<file path="src/rtl/c8_to_512.sv">
// Byte-stream to wide-word packer: gathers 8-bit bytes into 60-byte big-endian words
// and tags each word with SOP/EOP, byte count, packet sequence number and word index.
module c8_to_512 #(
    parameter int unsigned DATA_WIDTH   = 480,
    parameter int unsigned CTRL_WIDTH   = 32,
    parameter int unsigned IDLE_TIMEOUT = 16
) (
    input  logic                  clk,
    input  logic                  rst,
    input  logic [7:0]            data_in,
    input  logic                  datavalid,
    input  logic                  newpkt,
    output logic                  out_wr,
    output logic [CTRL_WIDTH-1:0] out_ctl,
    output logic [DATA_WIDTH-1:0] out_data
);

    localparam int unsigned NBYTES = DATA_WIDTH / 8;
    localparam int unsigned CNT_W  = $clog2(NBYTES + 1);
    localparam int unsigned IDLE_W = $clog2(IDLE_TIMEOUT + 1);

    logic [DATA_WIDTH-1:0] buf_q, buf_d;
    logic [CNT_W-1:0]      cnt_q, cnt_d;
    logic [IDLE_W-1:0]     idle_q, idle_d;
    logic [15:0]           idx_q, idx_d;
    logic [7:0]            seq_q, seq_d;
    logic                  sop_q, sop_d;
    logic                  started_q, started_d;
    logic                  out_wr_q, out_wr_d;
    logic [CTRL_WIDTH-1:0] out_ctl_q, out_ctl_d;
    logic [DATA_WIDTH-1:0] out_data_q, out_data_d;

    function automatic logic [CTRL_WIDTH-1:0] make_ctl(
        input logic             sop,
        input logic             eop,
        input logic [CNT_W-1:0] cnt,
        input logic [7:0]       seq,
        input logic [15:0]      idx
    );
        logic [31:0] c;
        c = {sop, eop, 6'(cnt), seq, idx};
        return CTRL_WIDTH'(c);
    endfunction

    // Next-state: a word is only emitted once the following byte, a newpkt or the idle timeout decides its EOP.
    always_comb begin
        buf_d      = buf_q;
        cnt_d      = cnt_q;
        idle_d     = idle_q;
        idx_d      = idx_q;
        seq_d      = seq_q;
        sop_d      = sop_q;
        started_d  = started_q;
        out_wr_d   = 1'b0;
        out_ctl_d  = out_ctl_q;
        out_data_d = out_data_q;

        if (datavalid) begin
            idle_d = '0;
            if (newpkt && cnt_q != '0) begin
                out_wr_d   = 1'b1;
                out_data_d = buf_q;
                out_ctl_d  = make_ctl(sop_q, 1'b1, cnt_q, seq_q, idx_q);
                buf_d      = {data_in, {(DATA_WIDTH-8){1'b0}}};
                cnt_d      = CNT_W'(1);
                seq_d      = seq_q + 8'd1;
                idx_d      = '0;
                sop_d      = 1'b1;
            end else if (cnt_q == CNT_W'(NBYTES)) begin
                out_wr_d   = 1'b1;
                out_data_d = buf_q;
                out_ctl_d  = make_ctl(sop_q, 1'b0, cnt_q, seq_q, idx_q);
                buf_d      = {data_in, {(DATA_WIDTH-8){1'b0}}};
                cnt_d      = CNT_W'(1);
                idx_d      = idx_q + 16'd1;
                sop_d      = 1'b0;
            end else begin
                // Empty buffer: this byte opens a packet even without newpkt.
                if (cnt_q == '0) begin
                    buf_d     = '0;
                    started_d = 1'b1;
                    idx_d     = '0;
                    sop_d     = 1'b1;
                    if (started_q) begin
                        seq_d = seq_q + 8'd1;
                    end
                end
                for (int unsigned i = 0; i < NBYTES; i++) begin
                    if (cnt_q == CNT_W'(i)) begin
                        buf_d[DATA_WIDTH-8-8*i +: 8] = data_in;
                    end
                end
                cnt_d = cnt_q + CNT_W'(1);
            end
        end else begin
            if (idle_q != IDLE_W'(IDLE_TIMEOUT)) begin
                idle_d = idle_q + IDLE_W'(1);
            end
            if (idle_q == IDLE_W'(IDLE_TIMEOUT - 1) && cnt_q != '0) begin
                out_wr_d   = 1'b1;
                out_data_d = buf_q;
                out_ctl_d  = make_ctl(sop_q, 1'b1, cnt_q, seq_q, idx_q);
                buf_d      = '0;
                cnt_d      = '0;
            end
        end
    end

    always_ff @(posedge clk or posedge rst) begin
        if (rst) begin
            buf_q      <= '0;
            cnt_q      <= '0;
            idle_q     <= '0;
            idx_q      <= '0;
            seq_q      <= '0;
            sop_q      <= 1'b0;
            started_q  <= 1'b0;
            out_wr_q   <= 1'b0;
            out_ctl_q  <= '0;
            out_data_q <= '0;
        end else begin
            buf_q      <= buf_d;
            cnt_q      <= cnt_d;
            idle_q     <= idle_d;
            idx_q      <= idx_d;
            seq_q      <= seq_d;
            sop_q      <= sop_d;
            started_q  <= started_d;
            out_wr_q   <= out_wr_d;
            out_ctl_q  <= out_ctl_d;
            out_data_q <= out_data_d;
        end
    end

    assign out_wr   = out_wr_q;
    assign out_ctl  = out_ctl_q;
    assign out_data = out_data_q;

endmodule

</file>
<file path="config.mk">
export PLATFORM = sky130hd
export DESIGN_NAME = c8_to_512
export DESIGN_NICKNAME = d
export VERILOG_FILES = /design/src/rtl/c8_to_512.sv
export SDC_FILE = /design/constraint.sdc
export NUM_CORES = 2
export LEC_CHECK = 0
export ABC_AREA = 1
export CORE_MARGIN = 4
export CORE_UTILIZATION = 40
export DETAILED_ROUTE_END_ITERATION = 10
export GPL_ROUTABILITY_DRIVEN = 0
export SLEW_MARGIN = 20
export SYNTH_ARGS = -nofsm -noshare
export SYNTH_HDL_FRONTEND = slang
export SYNTH_SLANG_ARGS = --single-unit
</file>
<file path="constraint.sdc">
create_clock -name clk -period 37.8 [get_ports clk]
set_input_delay 3.78 -clock clk [delete_from_list [all_inputs] [get_ports clk]]
set_output_delay 3.78 -clock clk [all_outputs]
set_load 0.03 [all_outputs]
</file>
---- Word level (Yosys, flattened, before mapping) ----
Index checks and enable logic that the tools add are counted.
cells by class
  $add $sub $neg .......................... 4
  equality and inequality tests ........... 124
  mux-type cells .......................... 93
  bitwise logic cells ..................... 2
  reduce and logical (&&, ||, !) cells .... 73
operator list
  operator                 number
  $mux W480                9
  $mux W8                  64
  $ne A5 B1 Y1 const B     59
  $eq A6 B6 Y1 const B     29
  $mux W32                 4
  $reduce_and A2 Y1        62
  $eq A6 B5 Y1 const B     16
  $eq A6 B4 Y1 const B     8
  $mux W16                 3
  $eq A6 B3 Y1 const B     4
  $mux W6                  4
  $add A16 B1 Y16 const B  1
  $eq A6 B2 Y1 const B     2
  $mux W5                  2
  $add A8 B1 Y8 const B    1
  $reduce_and A4 Y1        2
  $reduce_bool A2 Y1       4
  $mux W1                  7
  $add A6 B1 Y6 const B    1
  $eq A6 B1 Y1 const B     1
  $logic_not A6 Y1         1
  $reduce_bool A6 Y1       1
  $add A5 B1 Y5 const B    1
  $eq A5 B4 Y1 const B     1
  other kinds (7)          9
storage, ports and cells
  bits in registers ....................... 1030
  output and inout bits ................... 513
  word-level logic and storage cells ...... 365

---- Longest topological paths before layout ----
  depth after elaboration ................. 6
  mapped depth ............................ 13
  gate-level depth less buffers ........... 11

---- Worst setup path after synthesis ----
No wires, ideal clock.
  kind .................................... input -> register
  from .................................... input port datavalid
  to ...................................... register buf_q[10]
  setup time .............................. 65 ps
  data arrival time ....................... 4757 ps
  required time ........................... 37735 ps
  slack ................................... 32978 ps
  cell stages on the path ................. 7
  path buffers ............................ 1
  cell sequence ........................... inv_2 -> nand2_2 -> buf_4 -> nand3_1 -> nor2_2 -> nand2_1 -> nand2_1
between the ends
  longest elaborated chain between the ends .. 2
  elaborated cells on any way between the ends .. 4
  those cells by class .................... 1 x eq/ne; 1 x mux; 2 x reduce/logical
ends and longest elaborated chain
  element                                                              line  text
  from (decl)                                                          11    input logic datavalid,
  $ne A5 B1 Y1 (no source line) or $reduce_bool A2 Y1 (tied branches)  n/a
  $reduce_and A2 Y1 (no source line)                                   n/a
  to (signal assigned)                                                 122   buf_q <= buf_d;
  to (decl)                                                            22    logic [DATA_WIDTH-1:0] buf_q, buf_d;
Parallel ways exist; a longest one is shown, timed or not.
A chain may end at the register's enable or synchronous reset.

==> flow_summary.html <==
<table>
<tr><th>Metric</th><th>Value</th></tr>
<tr><th colspan="2">Status</th></tr>
<tr><td>Outcome</td><td>complete, no violations</td></tr>
<tr><th colspan="2">Placement</th></tr>
<tr><td>DP Wirelength</td><td>81560 µm</td></tr>
<tr><td>PortBufs</td><td>524</td></tr>
<tr><td>Placed cell count</td><td>6348</td></tr>
<tr><th colspan="2">Synthesis</th></tr>
<tr><td>Post-Synthesis Net Count</td><td>4683</td></tr>
<tr><td>Cell count after synthesis</td><td>4662</td></tr>
<tr><td>Mean cell area of the mapped netlist</td><td>8.825 µm²</td></tr>
<tr><td>Count of different cell masters after synthesis</td><td>35</td></tr>
<tr><td>Area of the mapped netlist</td><td>0.04114 mm²</td></tr>
<tr><td>Seq/Total Area, Yosys</td><td>62.65%</td></tr>
<tr><td>#FFs+latches synth</td><td>~1000</td></tr>
<tr><td>YS warnings</td><td>0</td></tr>
<tr><th colspan="2">Critical path</th></tr>
<tr><td>Highest fanout seen on the critical path</td><td>105</td></tr>
<tr><td>Worst setup path category</td><td>input pin to asynchronous set/reset pin</td></tr>
<tr><td>Required time at the endpoint of the critical path</td><td>between 30 and 40 ns</td></tr>
<tr><td>Worst path max stage delay</td><td>~0.84 ns</td></tr>
<tr><td>Startpoint type of the worst setup path</td><td>input pin</td></tr>
<tr><td>CP Capture Type</td><td>asynchronous set/reset pin</td></tr>
<tr><td>Data arrival time of the worst path</td><td>8.86 ns</td></tr>
<tr><td>Cell-by-cell listing of the critical path</td><td>clkdlybuf4s50_1 &gt; inv_8 &gt; buf_4 &gt; buf_4 &gt; buf_4 &gt; buf_4 &gt; buf_4</td></tr>
<tr><td>Critical-path cell with the highest stage delay</td><td>sky130_fd_sc_hd__buf_4</td></tr>
<tr><td>Cell mode on critical path</td><td>sky130_fd_sc_hd__buf_4</td></tr>
<tr><th colspan="2">CTS</th></tr>
<tr><td>H-tree lvl count</td><td>3</td></tr>
<tr><td>Bufs on Longest Clock Path</td><td>3</td></tr>
<tr><td>Cell at the root of the clock tree</td><td>sky130_fd_sc_hd__clkbuf_16</td></tr>
<tr><td>Clock Latency Late Sink</td><td>0.70 ns</td></tr>
<tr><td>Clock net sink count</td><td>slightly above 1000</td></tr>
<tr><td>Count of hold-fix buffers inserted at cts</td><td>0</td></tr>
<tr><td>Post CTS Setup Buffer Count</td><td>0</td></tr>
<tr><td>CTS tree</td><td>done</td></tr>
<tr><td>Number of cells upsized or downsized after cts</td><td>0</td></tr>
<tr><td>Clock transition at the register clock pins on the worst setup and hold paths after CTS</td><td>approximately 0.06 ns</td></tr>
<tr><td>CTS buffer count</td><td>110</td></tr>
<tr><th colspan="2">Route</th></tr>
<tr><td>Total length of routed wires</td><td>between 100000 and 150000 µm</td></tr>
<tr><td>Number of iterations in the first detailed-routing pass</td><td>7</td></tr>
<tr><td>Number of antenna-violating nets in the routed design</td><td>0</td></tr>
<tr><td>Via density per instance</td><td>5.004</td></tr>
<tr><td>DRC violations left</td><td>0</td></tr>
<tr><td>Total via count after detailed routing</td><td>32794</td></tr>
<tr><td>First-iteration detailed-routing DRC count</td><td>2849</td></tr>
<tr><td>Final routed wire length divided by cell count</td><td>between 20 and 25 µm</td></tr>
<tr><th colspan="2">Finish</th></tr>
<tr><td>Most frequent standard cell in the layout excluding fill and tap cells</td><td>sky130_fd_sc_hd__nand2_1</td></tr>
<tr><td>Final non-filler cell total</td><td>6553</td></tr>
<tr><td>Fraction of final layout cells sized beyond drive strength 1</td><td>6.232%</td></tr>
<tr><td>Number of nets in the layout</td><td>5114</td></tr>
<tr><td>Utilization after layout</td><td>50.02%</td></tr>
<tr><td>Filler cells</td><td>9639</td></tr>
<tr><td>Commonest cells after routing, fill and taps aside</td><td>sky130_fd_sc_hd__nand2_1 (2541), sky130_fd_sc_hd__dfrtp_1 (1030), sky130_fd_sc_hd__clkdlybuf4s50_1 (516)</td></tr>
<tr><td>P&amp;R area growth vs syn</td><td>23.88%</td></tr>
<tr><th colspan="2">Timing</th></tr>
<tr><td>Largest clock skew in the final design</td><td>0.01942 ns</td></tr>
<tr><td>Fmax</td><td>122.5 MHz</td></tr>
<tr><td>Sum of negative setup slack</td><td>0 ns</td></tr>
<tr><td>Setup repair after global routing missed its margin</td><td>no</td></tr>
<tr><td>Number of hold violations in the final report</td><td>0</td></tr>
<tr><td>Crit path time final</td><td>8.164 ns</td></tr>
<tr><td>Worst slew margin relative to its limit</td><td>22.86%</td></tr>
<tr><td>Actual slew at the worst max-slew pin</td><td>1.157 ns</td></tr>
<tr><td>Final setup violation count</td><td>0</td></tr>
<tr><td>Tcrit/Tclk final</td><td>21.60%</td></tr>
<tr><td>Final count of pins violating max slew</td><td>0</td></tr>
<tr><th colspan="2">Global routing</th></tr>
<tr><td>Number of antenna violations at the first check in global routing</td><td>2</td></tr>
<tr><td>Pin count of the biggest net entering global routing</td><td>between 150 and 200</td></tr>
<tr><td>Total Routing Usage GR</td><td>23.98%</td></tr>
<tr><td>Number of global-route vias before repair</td><td>32038</td></tr>
<tr><td>Final global-route overflow total</td><td>0</td></tr>
<tr><td>Wire length of the first global-routing pass</td><td>between 150000 and 200000 µm</td></tr>
<tr><th colspan="2">Floorplan</th></tr>
<tr><td>Area enclosed by the die boundary</td><td>roughly 0.11 mm²</td></tr>
<tr><td>Placeable Area</td><td>between 0.1 and 0.15 mm²</td></tr>
<tr><td>Die Width</td><td>between 300 and 400 µm</td></tr>
<tr><td>Starting density of the core</td><td>between 40% and 50%</td></tr>
<tr><td>Rows</td><td>117</td></tr>
<tr><td>Count of pins on the block boundary</td><td>525</td></tr>
<tr><td>Height of the die</td><td>between 300 and 400 µm</td></tr>
<tr><th colspan="2">Power and ir drop</th></tr>
<tr><td>Leakage component of the power</td><td>27.22 nW</td></tr>
<tr><td>Peak supply drop</td><td>0.00003361 V</td></tr>
<tr><td>PD cells</td><td>around 50 mW/mm²</td></tr>
<tr><th colspan="2">Hold path</th></tr>
<tr><td>Type of the tightest min-delay check</td><td>flip-flop to flip-flop</td></tr>
<tr><th colspan="2">Flow run</th></tr>
<tr><td>Max-cap violations</td><td>0</td></tr>
</table>
## state kept, by name, summed over array words and instances (netlist names), 5 cells and up
register / count
buf_q: 480
idle_q: 5
cnt_q: 6
out_ctl: 32
out_data: 480
seq_q: 8
idx_q: 16
## stage by stage
stage / hold WS (ns) / setup slack (ns) / area (µm²) / total power (W)
2_1_floorplan: 0.4244 / 5.033 / 41140 / 0.001366
3_3_place_gp: 0.4469 / 28.61 / 47240 / 0.001467
3_5_place_dp: 0.4520 / 28.62 / 47250 / 0.001470
4_1_cts: 0.4614 / 29.37 / 50920 / 0.002563
5_1_grt: 0.4750 / 28.85 / 50970 / 0.002631
6_report: 0.4626 / 29.64 / 50970 / 0.002538
## worst paths after layout
check,startpoint,endpoint,slack (ns),cells past startpoint
max,rst,out_data[53]$_DFFE_PP0P_,29.64,7
min,buf_q[348]$_DFFE_PP0P_,out_data[348]$_DFFE_PP0P_,0.46,2
max reg2reg,cnt_q[4]$_DFFE_PP0P_,out_data[271]$_DFFE_PP0P_,32.67,11
min reg2reg,buf_q[348]$_DFFE_PP0P_,out_data[348]$_DFFE_PP0P_,0.46,2
max in group clk,datavalid,out_data[271]$_DFFE_PP0P_,30.27,8
min in group asynchronous,rst,out_data[444]$_DFFE_PP0P_,3.58,2
## report_power, final
part | switching, W | internal (W)
sequential | 0.0000243 | 0.00114
clock | 0.000455 | 0.000636
combinational | 0.000220 | 0.0000654
## worst max-delay path, delay by kind of cell
kind,cells,cell delay [ns]
buffers and inverters,7,4.88
## synthesized netlist by cell type
master,instances,area [µm²]
sky130_fd_sc_hd__xnor2_1,1,8.760
sky130_fd_sc_hd__nand3_1,510,2552
sky130_fd_sc_hd__buf_12,1,20.02
sky130_fd_sc_hd__buf_4,13,97.59
sky130_fd_sc_hd__xor2_1,9,78.83
sky130_fd_sc_hd__nor2_2,18,112.6
sky130_fd_sc_hd__o21ai_1,6,30.03
sky130_fd_sc_hd__o21ai_2,1,8.760
sky130_fd_sc_hd__nand2_1,2541,9538
sky130_fd_sc_hd__dfrtp_1,1030,25770
sky130_fd_sc_hd__clkinv_2,1,5.000
sky130_fd_sc_hd__ha_1,9,112.6
sky130_fd_sc_hd__nor3b_1,1,7.510
sky130_fd_sc_hd__nand2_2,22,137.6
sky130_fd_sc_hd__nand3_4,1,17.52
sky130_fd_sc_hd__inv_1,67,251.5
sky130_fd_sc_hd__nor2_1,75,281.5
sky130_fd_sc_hd__o21bai_1,1,7.510
sky130_fd_sc_hd__buf_6,3,33.78
sky130_fd_sc_hd__nand4_1,15,93.84
sky130_fd_sc_hd__o22ai_1,4,25.02
sky130_fd_sc_hd__buf_2,142,710.7
sky130_fd_sc_hd__buf_1,25,93.84
sky130_fd_sc_hd__inv_4,1,6.260
sky130_fd_sc_hd__nor2_4,21,236.5
sky130_fd_sc_hd__inv_2,5,18.77
sky130_fd_sc_hd__nand2_4,3,33.78
sky130_fd_sc_hd__o21a_1,1,7.510
sky130_fd_sc_hd__nor3_1,4,20.02
sky130_fd_sc_hd__a21oi_1,2,10.01
sky130_fd_sc_hd__o21ai_0,48,240.2
sky130_fd_sc_hd__nor2_8,11,220.2
sky130_fd_sc_hd__clkbuf_1,57,214.0
sky130_fd_sc_hd__a21oi_4,1,16.27
sky130_fd_sc_hd__nand3_2,12,120.1
## area by class of cell
type                            instances  area, µm²  share of cell area (%)
Sequential cell                      1030      25770                   50.57
Clock inverter                         33      329.1                  0.6456
Clock buffer                          169       3346                   6.564
Tap cell                             1368       1712                   3.358
Timing Repair Buffer                  560       5564                   10.92
Multi-Input combinational cell       3317      13950                   27.36
Inverter                               74      291.5                  0.5720
Antenna cell                            2      5.005                0.009820
## cell families (layout without fill, tap and decap cells)
group                    Yosys count  count (layout)  share of synthesized area (%)
AO/OA/AOI/OAI                     64              64                         0.8394
buffers and inverters            315             836                          3.528
other                              0               2                              0
flip-flops                      1030            1030                          62.65
adder cells (fa/ha/maj)            9               9                         0.2737
AND/OR/NAND/NOR                 3234            3234                          32.50
XOR/XNOR                          10              10                         0.2129
## layer usage
layer	share of wire, %	vias to the layer above	GRT usage, %	routed length [µm]
met1	43	16161	32.67	56670
met3	5.6	226	4.092	7309
met4	3.8	0	8.395	4998
met2	48	966	38.91	62420
li1	-	15441	-	-
met5	0	-	0	0
No activity file was read; power rests on OpenSTA's default activity.
